==> src/rtl/temp_sensor_spi_reader_pkg.sv <==
// Shared definitions for the MAX6630 SPI reader: FSM state encoding and SO word field positions.
package temp_sensor_spi_reader_pkg;

  localparam int TEMP_MSB = 15;
  localparam int TEMP_LSB = 3;
  localparam int ERR_BIT  = 2;

  typedef enum logic [2:0] {
    ST_IDLE     = 3'd0,
    ST_CS_SETUP = 3'd1,
    ST_SCK_LOW  = 3'd2,
    ST_SCK_HIGH = 3'd3,
    ST_CS_HIGH  = 3'd4
  } tsr_state_e;

endpackage

==> src/rtl/temp_sensor_spi_reader_sck_gen.sv <==
// SCK half-period generator: while enabled, toggles SCK every C_SCK_HALF_CYC clocks and flags the
// cycle before each edge so the FSM can act on the same clock edge that moves SCK.
module temp_sensor_spi_reader_sck_gen #(
  parameter int C_SCK_HALF_CYC = 8
) (
  input  logic clk,
  input  logic rst_n,
  input  logic en,
  output logic rise_stb,
  output logic fall_stb,
  output logic sck
);

  localparam int CW = $clog2(C_SCK_HALF_CYC + 1);

  logic [CW-1:0] cnt;
  logic          half_done;

  assign half_done = en && (cnt == CW'(C_SCK_HALF_CYC - 1));
  assign rise_stb  = half_done && !sck;
  assign fall_stb  = half_done && sck;

  // Disabling returns SCK low with a fresh count, so every frame starts from a full low half period.
  always_ff @(posedge clk or negedge rst_n) begin
    if (!rst_n) begin
      cnt <= '0;
      sck <= 1'b0;
    end else if (!en) begin
      cnt <= '0;
      sck <= 1'b0;
    end else if (half_done) begin
      cnt <= '0;
      sck <= ~sck;
    end else begin
      cnt <= cnt + 1'b1;
    end
  end

endmodule

==> src/rtl/temp_sensor_spi_reader.sv <==
// SPI read master for the MAX6630: frames CS/SCK, shifts in the 16-bit SO word and presents the
// 13-bit signed temperature with a one-cycle valid strobe. Define TEMP_SENSOR_ALARM_EN for the alarm.
module temp_sensor_spi_reader
  import temp_sensor_spi_reader_pkg::*;
#(
  parameter int                 C_TEMP_SENSOR_PO_WL   = 16,
  parameter int                 C_TEMP_SENSOR_DATA_WL = 13,
  parameter int                 C_SCK_HALF_CYC        = 8,
  parameter int                 C_CS_SETUP_CYC        = 8,
  parameter int                 C_CS_HIGH_CYC         = 16,
  parameter int                 C_CONV_PERIOD_CYC     = 1000000,
  parameter logic signed [12:0] C_ALARM_HI            = 13'h0320,
  parameter logic signed [12:0] C_ALARM_LO            = 13'h02D0
) (
  input  logic                             Clk_IN,
  input  logic                             Reset_n_IN,
  input  logic                             Start_IN,
  input  logic                             Temp_sensor_SO_IN,
  output logic                             Temp_sensor_CS_OUT,
  output logic                             Temp_sensor_SCK_OUT,
  output logic [C_TEMP_SENSOR_DATA_WL-1:0] Temp_Data_OUT,
  output logic                             Data_Valid_OUT,
  output logic                             Sensor_Err_OUT,
  output logic                             Busy_OUT,
  output logic                             Alarm_OUT,
  output logic [2:0]                       Fsm_State_OUT
);

  localparam bit          PER_EN     = (C_CONV_PERIOD_CYC != 0);
  localparam logic [31:0] PER_RELOAD = PER_EN ? 32'(C_CONV_PERIOD_CYC - 1) : 32'd0;

  tsr_state_e                     state, state_d;
  logic [15:0]                    phase_cnt;
  logic [5:0]                     bit_cnt;
  logic [C_TEMP_SENSOR_PO_WL-1:0] shift_reg;
  logic [31:0]                    per_cnt;
  logic                           per_tick, trigger, pending;
  logic                           sck_en, rise_stb, fall_stb, load;

  assign per_tick      = PER_EN && (per_cnt == 32'd0);
  assign trigger       = Start_IN | per_tick;
  assign sck_en        = (state == ST_SCK_LOW) || (state == ST_SCK_HIGH);
  assign load          = (state == ST_CS_HIGH) && (phase_cnt == 16'd0);
  assign Fsm_State_OUT = state;

  temp_sensor_spi_reader_sck_gen #(.C_SCK_HALF_CYC(C_SCK_HALF_CYC)) u_sck_gen (
    .clk      (Clk_IN),
    .rst_n    (Reset_n_IN),
    .en       (sck_en),
    .rise_stb (rise_stb),
    .fall_stb (fall_stb),
    .sck      (Temp_sensor_SCK_OUT)
  );

  always_comb begin
    state_d = state;
    case (state)
      ST_IDLE:     if (trigger || pending) state_d = ST_CS_SETUP;
      ST_CS_SETUP: if (phase_cnt == 16'(C_CS_SETUP_CYC - 1)) state_d = ST_SCK_LOW;
      ST_SCK_LOW:  if (rise_stb) state_d = ST_SCK_HIGH;
      ST_SCK_HIGH: if (fall_stb)
                     state_d = (bit_cnt == 6'(C_TEMP_SENSOR_PO_WL)) ? ST_CS_HIGH : ST_SCK_LOW;
      ST_CS_HIGH:  if (phase_cnt == 16'(C_CS_HIGH_CYC - 1)) state_d = ST_IDLE;
      default:     state_d = ST_IDLE;
    endcase
  end

  always_ff @(posedge Clk_IN or negedge Reset_n_IN) begin
    if (!Reset_n_IN) begin
      state              <= ST_IDLE;
      phase_cnt          <= '0;
      bit_cnt            <= '0;
      shift_reg          <= '0;
      pending            <= 1'b0;
      per_cnt            <= PER_RELOAD;
      Temp_sensor_CS_OUT <= 1'b1;
      Busy_OUT           <= 1'b0;
      Temp_Data_OUT      <= '0;
      Sensor_Err_OUT     <= 1'b0;
      Data_Valid_OUT     <= 1'b0;
    end else begin
      state     <= state_d;
      phase_cnt <= (state_d != state) ? 16'd0 : phase_cnt + 16'd1;
      per_cnt   <= (per_cnt == 32'd0) ? PER_RELOAD : per_cnt - 32'd1;

      if (state == ST_IDLE) bit_cnt <= '0;
      else if (rise_stb)    bit_cnt <= bit_cnt + 6'd1;

      // SO is sampled on the clock edge that raises SCK; the sensor updates SO after SCK falls.
      if (rise_stb) shift_reg <= {shift_reg[C_TEMP_SENSOR_PO_WL-2:0], Temp_sensor_SO_IN};

      // A launch from IDLE consumes the request; anything arriving during a frame merges into one.
      if (state == ST_IDLE) pending <= 1'b0;
      else if (trigger)     pending <= 1'b1;

      if (state == ST_IDLE && state_d == ST_CS_SETUP) begin
        Temp_sensor_CS_OUT <= 1'b0;
        Busy_OUT           <= 1'b1;
      end
      if (state == ST_SCK_HIGH && state_d == ST_CS_HIGH) Temp_sensor_CS_OUT <= 1'b1;
      if (state == ST_CS_HIGH && state_d == ST_IDLE)     Busy_OUT <= 1'b0;

      Data_Valid_OUT <= load;
      if (load) begin
        Temp_Data_OUT  <= shift_reg[TEMP_MSB:TEMP_LSB];
        Sensor_Err_OUT <= shift_reg[ERR_BIT];
      end
    end
  end

`ifdef TEMP_SENSOR_ALARM_EN
  logic signed [12:0] new_temp;
  logic               alarm;

  assign new_temp  = shift_reg[TEMP_MSB:TEMP_LSB];
  assign Alarm_OUT = alarm;

  // Hysteresis between the set and clear thresholds; error samples never move the alarm.
  always_ff @(posedge Clk_IN or negedge Reset_n_IN) begin
    if (!Reset_n_IN) begin
      alarm <= 1'b0;
    end else if (load && !shift_reg[ERR_BIT]) begin
      if (new_temp >= C_ALARM_HI)      alarm <= 1'b1;
      else if (new_temp <= C_ALARM_LO) alarm <= 1'b0;
    end
  end
`else
  assign Alarm_OUT = 1'b0;
`endif

endmodule
==> config.mk <==
export PLATFORM = sky130hd
export DESIGN_NAME = temp_sensor_spi_reader
export DESIGN_NICKNAME = d
export VERILOG_FILES = /design/src/rtl/temp_sensor_spi_reader_pkg.sv /design/src/rtl/temp_sensor_spi_reader_sck_gen.sv /design/src/rtl/temp_sensor_spi_reader.sv
export SDC_FILE = /design/constraint.sdc
export NUM_CORES = 1
export LEC_CHECK = 0
export ABC_CLOCK_PERIOD_IN_PS = 2200
export BUFFER_PORTS_ARGS = -buffer_cell sky130_fd_sc_hd__clkbuf_2
export CELL_PAD_IN_SITES_DETAIL_PLACEMENT = 1
export CELL_PAD_IN_SITES_GLOBAL_PLACEMENT = 1
export CORE_UTILIZATION = 44
export CTS_CLUSTER_DIAMETER = 50
export DETAILED_ROUTE_END_ITERATION = 7
export HOLD_SLACK_MARGIN = 0.12
export PLACE_DENSITY_LB_ADDON = 0.05
export SKIP_CTS_REPAIR_TIMING = 1
export SLEW_MARGIN = 10
export SYNTH_ARGS = -nofsm -noshare
export SYNTH_HDL_FRONTEND = slang
export SYNTH_HIERARCHICAL = 1
export SYNTH_SLANG_ARGS = --single-unit
export TNS_END_PERCENT = 1
==> constraint.sdc <==
create_clock -name Clk_IN -period 2.2 [get_ports Clk_IN]
set_input_delay 0.11 -clock Clk_IN [delete_from_list [all_inputs] [get_ports Clk_IN]]
set_output_delay 0.11 -clock Clk_IN [all_outputs]
set_load 0.05 [all_outputs]
==> results.sh <==
export IMPL_status="finished with violations"
export IMPL_violations="setup timing"
export IMPL_fp_coreArea_sq_um=9864
export IMPL_clk_pin_slew_ns=0.10
export IMPL_setup_violations=16
export IMPL_largest_reg_flops=32
export IMPL_antenna_found_initial=0
export IMPL_max_freq_ghz=0.4375
export IMPL_cts_tree="built"
export IMPL_cp_buffers_inverters=3
export IMPL_grt_pass1_vias=3292
export IMPL_p_switching_uw=708.9
export IMPL_fin_worst_skew_ns=0.01367
export IMPL_clock_power_share=0.405
export IMPL_clock_path_buffers=2
export IMPL_avgRoutedWirePerCell_um=15.95
export IMPL_start_util=0.4564
export IMPL_clockRootBuffer="clkbuf_8"
export IMPL_pwr_share_seq=0.577
export IMPL_antenna_cells=0
export IMPL_vdd_drop_max_v=0.0004500
export IMPL_cts_buffers=9
export IMPL_hold_violations=0
export IMPL_cts_sinks=96
export IMPL_whs_ns=0.2991
export IMPL_critPathKind="reg2reg"
export IMPL_h_tree_depth=3
export IMPL_min_period_ns=2.286
export IMPL_synth_flop_cell="dfrtp_1"
export IMPL_die_x_um=103.2
export IMPL_vias=3202
export IMPL_powerDensity_nw_per_um2=551.6
export IMPL_die_area_sq_um=10640
export IMPL_ys_seq_area_frac=0.5372
export IMPL_slowest_delay_ns=0.47
export IMPL_fin_cells=609
export IMPL_total_power_uw=3063
export IMPL_yosys_warnings=6
export IMPL_synth_avg_cell_area_sq_um=11.40
export IMPL_placedCellCount=583
export IMPL_worstHoldPathType="in2async"
export IMPL_required_ns=2.51
export IMPL_start_kind="register"
export IMPL_synth_distinct_cells=52
export IMPL_synthTopCellsByArea="dfrtp_1 46%, dfstp_2 7.6%, mux2_2 5.3%"
export IMPL_post_route_period_util=1.039
export IMPL_tightest_slew_ns=0.6831
export IMPL_drt_first_pass_iters=4
export IMPL_slowest_stage="mux4_2"
export IMPL_pwr_share_comb=0.017
export IMPL_grt_pass1_wl_um=16220
export IMPL_syn_nets=405
export IMPL_postSynthCellCount=395
export IMPL_clock_latency_ns=0.38
export IMPL_io_pins=26
export IMPL_netSwitchingFraction=0.2314
export IMPL_grt_total_usage=0.2017
export IMPL_cp_arrival_ns=2.60
export IMPL_grt_overflow_total=0
export IMPL_path_cells="ha_2 -> buf_6 -> nand4b_1 -> nor2_2 -> inv_1 -> mux4_2 -> a2bb2oi_4 -> nand4bb_4 -> buf_8 -> a21oi_2"
export IMPL_hpwl_um=6718
export IMPL_drt_total_wl_um=9712
export IMPL_drive_gt1_frac=0.3676
export IMPL_max_slew_margin_rel=0.5446
export IMPL_end_kind="register"
export IMPL_synth_largest_area_cell="dfrtp_1"
export IMPL_core_rowCount=36
export IMPL_die_h_um=103.2
export IMPL_synthArstFlopShare=1.000
export IMPL_netlist_area_sq_um=4502
export IMPL_synth_edf_count=0
export IMPL_maxCapViolations=0
export IMPL_drtIter0Drc=127
export IMPL_viasPerCell=5.258
export IMPL_syn_to_final_growth_pct=23.37
export IMPL_final_antenna_net_count=0
export IMPL_internal_power_uw=2354
export IMPL_grt_start_max_net_pins=52
export IMPL_grt_setup_unrepaired="yes"
export IMPL_static_leakage_power_uw=0.002575
export IMPL_synth_top_area_share=0.4614
export IMPL_port_buffers=24
export IMPL_place_congestion=0.7649
export IMPL_crit_family="simple AND/OR/NAND/NOR gates"
export IMPL_fin_ws_ns=-0.08552
export IMPL_cp_max_fo=8
export IMPL_fin_nets=481
export IMPL_ys_ff_latch=96
export IMPL_drv_slew=0
export IMPL_drc=0
-- worst register-to-register path, stage by stage, from the launching register on --
cell	delay, ns
dfrtp_1	0.37
ha_2	0.20
buf_6	0.10
nand4b_1	0.15
nor2_2	0.16
inv_1	0.05
mux4_2	0.47
a2bb2oi_4	0.17
nand4bb_4	0.24
buf_8	0.19
a21oi_2	0.13
-- routing by layer --
layer  wire length (um)  vias to the layer above  GRT usage
li1                   -                     1538          -
met4                116                        0    0.05092
met1               4615                     1619     0.2700
met3                266                       12    0.05966
met5                  0                        -          0
met2               4713                       33     0.3215
-- power groups by stage --
stage	Sequential [uW]	Combinational, uW	Clock, uW
final	1770	53.4	1240
after global routing	1770	63.2	1350
after CTS	1770	52.5	1300
after detailed placement	1800	52.6	0
after global placement	1800	51.2	0
after floorplan	1800	7.58	0
-- metrics by stage --
step | setup WS (ns) | util | instance area, sq um | TNS [ns]
2_1_floorplan | -0.1893 | - | 4514 | -3.197
3_3_place_gp | -0.04665 | 0.5169 | 5099 | -0.3987
3_5_place_dp | -0.1412 | 0.5169 | 5099 | -1.862
4_1_cts | -0.1768 | 0.5384 | 5311 | -2.723
5_1_grt | -0.1998 | 0.5630 | 5554 | -3.159
6_report | -0.08552 | 0.5630 | 5554 | -1.076
-- cell usage after synthesis, drive strengths merged, types with 2 or more instances --
| cell type | count |
|---|---|
| a21boi | 3 |
| a21oi | 21 |
| and3 | 4 |
| and3b | 3 |
| buf | 9 |
| clkbuf | 5 |
| dfrtp | 83 |
| dfstp | 13 |
| ha | 6 |
| inv | 11 |
| mux2 | 31 |
| mux2i | 3 |
| nand2 | 27 |
| nand2b | 4 |
| nand3 | 15 |
| nand4 | 7 |
| nand4bb | 2 |
| nor2 | 34 |
| nor3 | 17 |
| nor3b | 3 |
| nor4 | 16 |
| o21ai | 4 |
| o41ai | 2 |
| or3 | 8 |
| or4 | 7 |
| xnor2 | 23 |
| xor2 | 20 |
-- final timing paths --
path	from	end	slack [ns]	cells past startpoint
setup / recovery	u_sck_gen/cnt[1]	phase_cnt[5]	-0.09	10
hold / removal	Reset_n_IN	per_cnt[11]	0.30	2
setup reg to reg	u_sck_gen/cnt[1]	phase_cnt[5]	-0.09	10
hold reg to reg	per_cnt[0]	per_cnt[0]	0.47	1
max in group asynchronous	Reset_n_IN	per_cnt[14]	1.12	3
min in group Clk_IN	per_cnt[0]	per_cnt[0]	0.47	1
-- logic make-up after synthesis --
group	count (synthesis)	share of synthesized area
xor+xnor	43	0.08366
mux	35	0.09755
buf+inv	25	0.02696
simple gates	153	0.1890
compound gates	36	0.04809
other cells	1	0.0008330
flops	96	0.5372
fa+ha+maj	6	0.01668
-- cells in the final DEF, fill, tap and decap left out, types with 2 or more instances in the layout --
cell           count
dfrtp_1           81
buf_4             46
nor2_1            33
nand2_1           27
xnor2_1           23
clkbuf_2          23
xor2_1            20
mux2_2            20
nor3_1            15
nor4_1            15
nand3_1           14
dfstp_2           13
a21oi_2           12
mux2_4            11
inv_1             10
clkbuf_8          10
a21oi_1            8
nand4_1            7
or3_1              7
or4_1              5
ha_1               5
buf_12             5
o21ai_0            4
nand2b_1           3
and3_1             3
nor3b_2            3
a21boi_2           3
mux2i_1            3
dlygate4sd3_1      3
dfrtp_2            2
and3b_1            2
or4_4              2
o41ai_1            2
inv_6              2
-- area by class of cell --
type	count	area, sq um
Tap cell	133	166.4
Sequential cell	96	2421
Multi-Input combinational cell	274	2096
Clock buffer	10	137.6
Fill cell	1066	4310
Timing Repair Buffer	79	616.8
Clock inverter	6	75.07
Inverter	11	41.29
(Power assumes the default switching activity.)
